### src/rtl/rsa_cfg_matmul.sv
// Output-stationary systolic matrix multiplier C = A x B with run-time R/C/K.
// Operands are skewed at the array edges, and results drain row-major over the active sub-array.
module rsa_cfg_matmul #(
  parameter int X       = 4,
  parameter int Y       = 4,
  parameter int KMAX    = 16,
  parameter int IN_LEN  = 8,
  parameter int OUT_LEN = 20,
  parameter int ROW_W   = 3,
  parameter int COL_W   = 3,
  parameter int K_W     = 5
) (
  input  logic                 clk,
  input  logic                 sys_rst_n,
  input  logic                 start,
  input  logic [ROW_W-1:0]     cfg_rows,
  input  logic [COL_W-1:0]     cfg_cols,
  input  logic [K_W-1:0]       cfg_k,
  output logic                 busy,
  output logic                 done,
  output logic                 cfg_err,
  input  logic                 in_val,
  output logic                 in_rdy,
  input  logic [X*IN_LEN-1:0]  a_data,
  input  logic [Y*IN_LEN-1:0]  b_data,
  output logic                 out_val,
  input  logic                 out_rdy,
  output logic [OUT_LEN-1:0]   out_data,
  output logic [ROW_W-1:0]     out_row,
  output logic [COL_W-1:0]     out_col,
  output logic                 ovf
);

  localparam logic [1:0] S_IDLE  = 2'd0;
  localparam logic [1:0] S_COMP  = 2'd1;
  localparam logic [1:0] S_FLUSH = 2'd2;
  localparam logic [1:0] S_DRAIN = 2'd3;
  localparam int unsigned FW = $clog2(X + Y);
  localparam logic signed [OUT_LEN-1:0] ACC_MAX = {1'b0, {(OUT_LEN-1){1'b1}}};
  localparam logic signed [OUT_LEN-1:0] ACC_MIN = {1'b1, {(OUT_LEN-1){1'b0}}};

  logic [1:0]       r_state;
  logic [ROW_W-1:0] r_rows, r_row;
  logic [COL_W-1:0] r_cols, r_col;
  logic [K_W-1:0]   r_k, r_beat;
  logic [FW-1:0]    r_fl;
  logic             r_busy, r_done, r_cfg_err, r_in_rdy, r_out_val, r_ovf;

  logic w_cfg_ok, w_accept, w_fire, w_hs, w_sat_any;
  logic [OUT_LEN-1:0] w_out;

  logic [IN_LEN:0] w_a_edge [X];
  logic [IN_LEN:0] w_b_edge [Y];
  logic [IN_LEN:0] w_aw [X][Y];
  logic [IN_LEN:0] w_bn [X][Y];
  logic [IN_LEN:0] w_ae [X][Y];
  logic [IN_LEN:0] w_bs [X][Y];
  logic signed [OUT_LEN-1:0] w_acc [X][Y];
  logic w_sat [X][Y];

  assign w_cfg_ok = (cfg_rows != '0) && (cfg_rows <= ROW_W'(X)) &&
                    (cfg_cols != '0) && (cfg_cols <= COL_W'(Y)) &&
                    (cfg_k != '0) && (cfg_k <= K_W'(KMAX));
  assign w_accept = (r_state == S_IDLE) && start && w_cfg_ok;
  assign w_fire   = in_val && r_in_rdy;
  assign w_hs     = r_out_val && out_rdy;

  always_ff @(posedge clk or negedge sys_rst_n) begin
    if (!sys_rst_n) begin
      r_state   <= S_IDLE;
      r_rows    <= '0;
      r_cols    <= '0;
      r_k       <= '0;
      r_row     <= '0;
      r_col     <= '0;
      r_beat    <= '0;
      r_fl      <= '0;
      r_busy    <= 1'b0;
      r_done    <= 1'b0;
      r_cfg_err <= 1'b0;
      r_in_rdy  <= 1'b0;
      r_out_val <= 1'b0;
      r_ovf     <= 1'b0;
    end else begin
      r_done    <= 1'b0;
      r_cfg_err <= 1'b0;
      if (w_sat_any) r_ovf <= 1'b1;
      case (r_state)
        S_IDLE: if (start) begin
          if (w_cfg_ok) begin
            r_rows   <= cfg_rows;
            r_cols   <= cfg_cols;
            r_k      <= cfg_k;
            r_beat   <= '0;
            r_busy   <= 1'b1;
            r_in_rdy <= 1'b1;
            r_ovf    <= 1'b0;
            r_state  <= S_COMP;
          end else begin
            r_cfg_err <= 1'b1;
          end
        end
        S_COMP: if (w_fire) begin
          r_beat <= r_beat + 1'b1;
          if (r_beat == r_k - 1'b1) begin
            r_in_rdy <= 1'b0;
            r_fl     <= '0;
            r_state  <= S_FLUSH;
          end
        end
        // X+Y cycles lets the last skewed beat reach PE(X-1,Y-1) and settle
        S_FLUSH: if (r_fl == FW'(X + Y - 1)) begin
          r_row     <= '0;
          r_col     <= '0;
          r_out_val <= 1'b1;
          r_state   <= S_DRAIN;
        end else begin
          r_fl <= r_fl + 1'b1;
        end
        S_DRAIN: if (w_hs) begin
          if (r_col == r_cols - 1'b1) begin
            r_col <= '0;
            if (r_row == r_rows - 1'b1) begin
              r_row     <= '0;
              r_out_val <= 1'b0;
              r_done    <= 1'b1;
              r_busy    <= 1'b0;
              r_state   <= S_IDLE;
            end else begin
              r_row <= r_row + 1'b1;
            end
          end else begin
            r_col <= r_col + 1'b1;
          end
        end
        default: r_state <= S_IDLE;
      endcase
    end
  end

  // Edge injection: a non-firing cycle injects a zero bubble with valid low
  for (genvar gi = 0; gi < X; gi++) begin : g_askew
    logic [IN_LEN:0] w_new;
    assign w_new = {w_fire, a_data[gi*IN_LEN +: IN_LEN] & {IN_LEN{w_fire}}};
    if (gi == 0) begin : g_direct
      assign w_a_edge[gi] = w_new;
    end else begin : g_delay
      logic [IN_LEN:0] r_sk [gi];
      always_ff @(posedge clk or negedge sys_rst_n) begin
        if (!sys_rst_n) begin
          for (int unsigned d = 0; d < gi; d++) r_sk[d] <= '0;
        end else begin
          r_sk[0] <= w_new;
          for (int unsigned d = 1; d < gi; d++) r_sk[d] <= r_sk[d-1];
        end
      end
      assign w_a_edge[gi] = r_sk[gi-1];
    end
  end

  for (genvar gj = 0; gj < Y; gj++) begin : g_bskew
    logic [IN_LEN:0] w_new;
    assign w_new = {w_fire, b_data[gj*IN_LEN +: IN_LEN] & {IN_LEN{w_fire}}};
    if (gj == 0) begin : g_direct
      assign w_b_edge[gj] = w_new;
    end else begin : g_delay
      logic [IN_LEN:0] r_sk [gj];
      always_ff @(posedge clk or negedge sys_rst_n) begin
        if (!sys_rst_n) begin
          for (int unsigned d = 0; d < gj; d++) r_sk[d] <= '0;
        end else begin
          r_sk[0] <= w_new;
          for (int unsigned d = 1; d < gj; d++) r_sk[d] <= r_sk[d-1];
        end
      end
      assign w_b_edge[gj] = r_sk[gj-1];
    end
  end

  for (genvar gi = 0; gi < X; gi++) begin : g_row
    for (genvar gj = 0; gj < Y; gj++) begin : g_pe
      logic [IN_LEN:0]            r_a, r_b;
      logic signed [OUT_LEN-1:0]  r_acc;
      logic signed [2*IN_LEN-1:0] w_p;
      logic signed [OUT_LEN:0]    w_s;
      logic                       w_en, w_o;

      if (gj == 0) begin : g_wedge
        assign w_aw[gi][gj] = w_a_edge[gi];
      end else begin : g_wpe
        assign w_aw[gi][gj] = w_ae[gi][gj-1];
      end
      if (gi == 0) begin : g_nedge
        assign w_bn[gi][gj] = w_b_edge[gj];
      end else begin : g_npe
        assign w_bn[gi][gj] = w_bs[gi-1][gj];
      end

      always_comb begin
        w_p  = $signed(w_aw[gi][gj][IN_LEN-1:0]) * $signed(w_bn[gi][gj][IN_LEN-1:0]);
        w_s  = $signed({r_acc[OUT_LEN-1], r_acc}) + (OUT_LEN+1)'(w_p);
        w_en = w_aw[gi][gj][IN_LEN] & w_bn[gi][gj][IN_LEN];
        w_o  = w_en & (w_s[OUT_LEN] ^ w_s[OUT_LEN-1]);
      end

      always_ff @(posedge clk or negedge sys_rst_n) begin
        if (!sys_rst_n) begin
          r_a   <= '0;
          r_b   <= '0;
          r_acc <= '0;
        end else begin
          r_a <= w_aw[gi][gj];
          r_b <= w_bn[gi][gj];
          if (w_accept) r_acc <= '0;
          else if (w_en) r_acc <= w_o ? (w_s[OUT_LEN] ? ACC_MIN : ACC_MAX) : w_s[OUT_LEN-1:0];
        end
      end

      assign w_ae[gi][gj]  = r_a;
      assign w_bs[gi][gj]  = r_b;
      assign w_acc[gi][gj] = r_acc;
      assign w_sat[gi][gj] = w_o;
    end
  end

  // Saturation in PEs outside the active sub-array never reaches ovf
  always_comb begin
    w_sat_any = 1'b0;
    w_out     = '0;
    for (int unsigned i = 0; i < X; i++) begin
      for (int unsigned j = 0; j < Y; j++) begin
        if (w_sat[i][j] && (ROW_W'(i) < r_rows) && (COL_W'(j) < r_cols)) w_sat_any = 1'b1;
        if ((r_row == ROW_W'(i)) && (r_col == COL_W'(j))) w_out = w_acc[i][j];
      end
    end
  end

  assign busy     = r_busy;
  assign done     = r_done;
  assign cfg_err  = r_cfg_err;
  assign in_rdy   = r_in_rdy;
  assign out_val  = r_out_val;
  assign out_data = w_out;
  assign out_row  = r_row;
  assign out_col  = r_col;
  assign ovf      = r_ovf;

endmodule
### config.mk
export PLATFORM = sky130hd
export DESIGN_NAME = rsa_cfg_matmul
export DESIGN_NICKNAME = d
export VERILOG_FILES = /design/src/rtl/rsa_cfg_matmul.sv
export SDC_FILE = /design/constraint.sdc
export NUM_CORES = 2
export LEC_CHECK = 0
export ABC_AREA = 1
export CAP_MARGIN = 20
export CORE_ASPECT_RATIO = 0.75
export CORE_MARGIN = 2
export CORE_UTILIZATION = 70
export DETAILED_ROUTE_END_ITERATION = 7
export DONT_BUFFER_PORTS = 1
export GPL_ROUTABILITY_DRIVEN = 0
export PLACE_DENSITY_LB_ADDON = 0.08
export SYNTH_ARGS = -nofsm -noshare
export SYNTH_HDL_FRONTEND = slang
export SYNTH_SLANG_ARGS = --single-unit
### constraint.sdc
create_clock -name clk -period 10.87 [get_ports clk]
set_clock_uncertainty 0.1 [all_clocks]
set_input_delay 1.087 -clock clk [delete_from_list [all_inputs] [get_ports clk]]
set_output_delay 1.087 -clock clk [all_outputs]
set_load 0.01 [all_outputs]
# [Word-level counts from Yosys, hierarchy flattened]
# Cells that the tools add are included.
[word_totals] ff_bits=677 in_bits=80 output_inout_bits=32 word_cells=428
[op_classes] add_sub_neg=23 n_mul=16 magnitude_cmp=11 n_eq_ne=22 n_mux=143 bitwise_logic=55 reduce_logical=92
[op_table] cell="2-to-1 mux 20 bit" count=80
[op_table] cell="adder 20 x 16 -> 21 bit" count=16
[op_table] cell="multiplier 8 x 8 -> 16 bit" count=16
[op_table] cell="bitwise AND 8 bit" count=8
[op_table] cell="logical AND 1 bit" count=57
[op_table] cell="nonzero test 2 bit" count=20
[op_table] cell="2-to-1 mux 1 bit" count=35
[op_table] cell="bitwise AND 1 bit" count=31
[op_table] cell="2-to-1 mux 3 bit" count=9
[op_table] cell="inequality test 2 bit, second input constant" count=9
[op_table] cell="case mux 3 bit (2 select lines)" count=3
[op_table] cell="2-to-1 mux 2 bit" count=8
[op_table] cell="bitwise XOR 1 bit" count=16
[op_table] cell="2-to-1 mux 5 bit" count=3
[op_table] cell="== test 3 x 2 -> 1 bit, second input constant" count=4
[op_table] cell="< comparator 1 x 3 -> 1 bit, first input constant" count=4
[op_table] cell="< comparator 2 x 3 -> 1 bit, first input constant" count=4
[op_table] cell="AND reduction 4 bit" count=3
[op_table] cell="case mux 5 bit (2 select lines)" count=1
[op_table] cell="AND reduction 5 bit" count=2
[op_table] cell="adder 3 x 1 -> 3 bit, second input constant" count=3
[op_table] cell="case mux 2 bit (4 select lines)" count=1
[op_table] cell="AND reduction 8 bit" count=1
[op_table] cell="== test 3 x 1 -> 1 bit, second input constant" count=2
[op_table] cell="17 further kinds" count=26

# [Depth between registers and ports, before layout]
[depth] word_depth=28 ltp_mapped=33

# [Least setup slack after synthesis]
# No wires, ideal clock.
[synth_path] path_type="input-to-reg" startpoint="in in_val" endpoint="reg g_row[0].g_pe[0].r_acc[6]" setup_time_ps=128 t_arrival_ps=6347 slack_ps=4295 cell_stages=24 path_cell_list="nand2_1 > inv_1 > clkbuf_1 > nand2_1 > nor2_1 > fa_1 > fa_1 > inv_1 > fa_1 > inv_1 > fa_1 > ha_1 > ha_1 > inv_1 > nor3_1 > nand3_1 > nand2_1 > xor2_1 > nand2_1 > nand3_2 > buf_2 > o21ai_0 > inv_1 > o22ai_1"
[synth_between] elab_chain_len=9 elab_cells_between_ends=12
[synth_lines] item="start: declaration" line="22" rtl="input logic in_val,"
[synth_lines] item="logical AND 1 bit (*)" line="65" rtl="assign w_fire = in_val && r_in_rdy;"
[synth_lines] item="via g_askew[0].w_new[8]" line="143" rtl="logic [IN_LEN:0] w_new;"
[synth_lines] item="bitwise AND 8 bit (on tied branches)" line="144, 163"
[synth_lines] item="multiplier 8 x 8 -> 16 bit" line="200" rtl="w_p = $signed(w_aw[gi][gj][IN_LEN-1:0]) * $signed(w_bn[gi][gj][IN_LEN-1:0]);"
[synth_lines] item="adder 20 x 16 -> 21 bit" line="201" rtl="w_s = $signed({r_acc[OUT_LEN-1], r_acc}) + (OUT_LEN+1)'(w_p);"
[synth_lines] item="bitwise XOR 1 bit" line="203" rtl="w_o = w_en & (w_s[OUT_LEN] ^ w_s[OUT_LEN-1]);"
[synth_lines] item="bitwise AND 1 bit" line="203"
[synth_lines] item="2-to-1 mux 20 bit (2 in series)" line="215" rtl="else if (w_en) r_acc <= w_o ? (w_s[OUT_LEN] ? ACC_MIN : ACC_MAX) : w_s[OUT_LEN-1:0];"
[synth_lines] item="2-to-1 mux 20 bit" line="214" rtl="if (w_accept) r_acc <= '0;"
[synth_lines] item="end signal: assignment" line="215"
[synth_lines] item="end: declaration" line="183" rtl="logic signed [OUT_LEN-1:0] r_acc;"
# Mark *: on every way through the listed nets, which the timed path passes. The rest lies on a longest branch. The select of a mux whose other input is x is not followed.
# A chain may end at the register's enable or synchronous reset.

# [Worst setup path in the final report]
[layout_path] startpoint="reg g_row[0].g_pe[2].r_b[0]" endpoint="reg g_row[1].g_pe[2].r_acc[6]"
[layout_between] elab_chain_len=7 elab_cells_between_ends=8
[layout_lines] item="start: declaration" line="182" rtl="logic [IN_LEN:0] r_a, r_b;"
[layout_lines] item="start signal: assignment" line="213" rtl="r_b <= w_bn[gi][gj];"
[layout_lines] item="multiplier 8 x 8 -> 16 bit (*)" line="200"
[layout_lines] item="adder 20 x 16 -> 21 bit (*)" line="201"
[layout_lines] item="bitwise XOR 1 bit" line="203"
[layout_lines] item="bitwise AND 1 bit" line="203"
[layout_lines] item="2-to-1 mux 20 bit (*) (2 in series)" line="215"
[layout_lines] item="2-to-1 mux 20 bit (*)" line="214"
[layout_lines] item="end signal: assignment" line="215"
[layout_lines] item="end: declaration" line="183"
# Every way passes the cells marked *; elsewhere a longest branch is shown, timed or not. The select of a mux whose other input is x is not followed.

==> results.md <==
- First-pass GRT wire length: 369400 um
- Vias: 66390
- Crit path max fanout: 20
- Hold Vio Cnt, Final: 0
- Worst-skew pair later-pin latency: 0.71 ns
- Initial antenna violation count: 4
- CTS max path bufs: 3
- Fmax achieved: 140.3 MHz
- DIE AREA: 129300 um2
- Count leader, synth: inv_1
- Synthesized net count: around 13000
- Busiest grt layer: met1
- Critical path depth: 23
- Pins Over Slew Limit: 182
- Crit-path slowest cell: fa_1
- Total negative slack: 0 ns
- Worst r2r path cells: 23
- Violated checks: slew limit
- Clock slew at reported path FFs: about 0.07 ns
- Peak VDD IR: 122.8 uV
- Seq/Total Area, Yosys: 18.29%
- Die Y: 312.0 um
- Yosys top cell area share: 33.29%
- CTS tree: yes
- Worst-Margin Slew: 1.684 ns
- Clk root buf: clkbuf_16
- Pwr Density: 56.93 nW/um2
- Mapped cell area: 88520 um2
- CP most frequent cell: nand2_1
- Fin cells: 11860
- Synth Flop Type: dfrtp_1
- Total leakage power: 53.32 nW
- Post-CTS setup buffers: 0
- CP peak stage delay: 0.73 ns
- Area leader, netlist: fa_1
- Crit-path cells: nand2_1 -> fa_1 -> inv_1 -> fa_1 -> inv_1 -> fa_1 -> inv_1 -> fa_1 -> ha_1 -> ha_1 -> a21oi_1 -> a21boi_0 -> nand2_1 -> nand2_1 -> nand2_1 -> xnor2_1 -> inv_1 -> nand2_1 -> nand2_1 -> nand2_1 -> o21ai_0 -> nand3_1 -> o21ai_0
- Kind of cell adding the most delay to the critical path: adder cells
- Setup violations, final: 0
- Netlist cell types: 53
- WP buf/inv: 4
- Clk sinks: ~650
- Layout cells sized above 1: about 3.2%
- Crit path kind: reg2reg
- GR Util All Layers: 36.58%
- Top post-synthesis cells by count: inv_1 (3034), nand2_1 (1907), fa_1 (1472), ha_1 (790), dfrtp_1 (647)
- Final #Nets: 12480
- Number of global-route vias before repair: 68100
- Final Cycle Share: about two thirds
- Post-route ant nets: 0
- Chip width: between 400 and 500 um
- Max Cap Viol: 0
- Worst EP required: 11.33 ns
- WP data arrival: 7.58 ns
- GRT met2 Usage: 51.86%
- Tmin final: 7.128 ns
- Post-detail-place hpwl: between 150000 and 200000 um
- Drt first pass iters: 7
- WL final: 227000 um
- Placed cells: ~12000
- Cells after Synth: ~10000
- CTS Buf Count: 77
- DR iter-0 viols: 6688
- Port buffer count: 0
- Flops & latches, synth: roughly 650
- Vias per cell: 5.597
- Synth area leaders: fa_1 (33%), dfrtp_1 (18%), inv_1 (13%)
- Largest net degree at the start of global routing: 608
- Ys Warns: 0
- Worst Setup End Kind: register
- GR Util met1: 54.12%
- Row Count: 112
- RSZ-0062 raised after global routing: false
- WL/cell: 19.14 um
- Hold WC Path Type: in2async
- Total power: between 0.005 and 0.006 W
- I/O pin cnt: ~110
- Status: finished with violations
- Syn Area/Cell: 8.487 um2
- Layout area overhead: 3.869%
- EDFF count, synth: 0
- Overflow after GRT: 0
- Core area: 124900 um2
- Setup crit start kind: register
- Initial Util: between 70% and 80%
- Slew headroom: -12.27%
- Residual DRC count: 0
- Synth async-reset ratio: 100.0%
- GRT met3 Usage: 12.80%
- Fin Hold WS: 0.03642 ns
- CTS H-tree depth: 3
## per-layer routing
metal,vias to the layer above,share of wire [%]
met5,-,0.060
met4,10,3.0
met3,422,13
met2,3092,41
met1,32760,43
li1,30100,-
## final timing paths
path | start | to | slack [ns]
max | g_row[0].g_pe[2].r_b[0]$_DFF_PN0_ | g_row[1].g_pe[2].r_acc[6]$_DFFE_PN0P_ | 3.74
min | sys_rst_n | g_row[0].g_pe[3].r_b[5]$_DFF_PN0_ | 0.04
max reg2reg | g_row[0].g_pe[2].r_b[0]$_DFF_PN0_ | g_row[1].g_pe[2].r_acc[6]$_DFFE_PN0P_ | 3.74
min reg2reg | g_askew[2].g_delay.r_sk[12]$_DFF_PN0_ | g_askew[2].g_delay.r_sk[3]$_DFF_PN0_ | 0.24
max in group asynchronous | sys_rst_n | g_row[2].g_pe[0].r_b[7]$_DFF_PN0_ | 9.33
min in group clk | g_askew[2].g_delay.r_sk[12]$_DFF_PN0_ | g_askew[2].g_delay.r_sk[3]$_DFF_PN0_ | 0.24
## repair_timing
item | in CTS | in global routing
hold buffers | 1 | 0
endpoints found under the hold margin | 41 | 0
gates resized for setup | 0 | 0
## cell usage in the layout, fill, tap and decap left out, types with 11 or more instances in the layout
master     count
xnor2_1      139
o21ai_0      393
clkbuf_16     80
o21ai_1       15
o21bai_1      26
a21oi_1      276
nor2_1       249
fa_1        1472
o22ai_1      161
dfrtp_1      647
or2_2        108
ha_1         790
nand4_1       24
o2111ai_1     25
nor3_1        53
nand3_1      363
clkbuf_8      13
xor2_1       163
o211ai_1      12
inv_1       3034
o31ai_1       21
a21o_1        23
buf_4         21
nor4_1        16
o22ai_2       11
nand2_1     1904
a31oi_1       29
## through the flow
stage	utilization, %	setup slack [ns]	area, um2
floorplan	-	4.295	88520
global placement	71.43	3.584	89180
detailed placement	71.43	3.512	89190
CTS	73.60	3.842	91900
global route	73.63	3.197	91930
finish	73.64	3.742	91940
## worst register-to-register path: stages, from the launching register on
cell and delay [ns]:
dfrtp_1 0.58, nand2_1 0.60, fa_1 0.74, inv_1 0.06, fa_1 0.50, inv_1 0.06
fa_1 0.53, inv_1 0.06, fa_1 0.45, ha_1 0.29, ha_1 0.36, a21oi_1 0.15
a21boi_0 0.19, nand2_1 0.13, nand2_1 0.08, nand2_1 0.07, xnor2_1 0.26, inv_1 0.08
nand2_1 0.54, nand2_1 0.35, nand2_1 0.46, o21ai_0 0.16, nand3_1 0.09, o21ai_0 0.10
## power by group
| part | internal [W] | switching, W |
|---|---|---|
| sequential | 0.00241 | 0 |
| combinational | 0.00000348 | 0.0000115 |
| clock | 0.00161 | 0.00120 |
## registers in the layout (all words and copies together), names as in the netlist, 2 cells and up
name                  cells
g_askew.g_delay.r_sk     51
g_bskew.g_delay.r_sk     48
g_row.g_pe.r_a           96
g_row.g_pe.r_acc        320
g_row.g_pe.r_b           99
out_col                   3
out_row                   3
r_beat                    5
r_cols                    3
r_fl                      3
r_k                       5
r_rows                    3
r_state                   2
## cell families after synthesis
family | synth area share [%]
compound gates | 6.679
fa+ha+maj | 44.46
flops | 18.29
buf+inv | 14.68
xor+xnor | 3.062
simple gates | 12.83
## layout make-up
class,instances,area (um2)
diodes,5,12.51
clock buffers,99,2203
clock inverters,41,484.2
fillers,9210,32920
inverters,3042,11420
multi-input cells,6350,59350
flip-flops and latches,647,16190
well taps,1653,2068
repair buffers,24,209.0
Note: power is estimated with default switching activity, not from simulation.
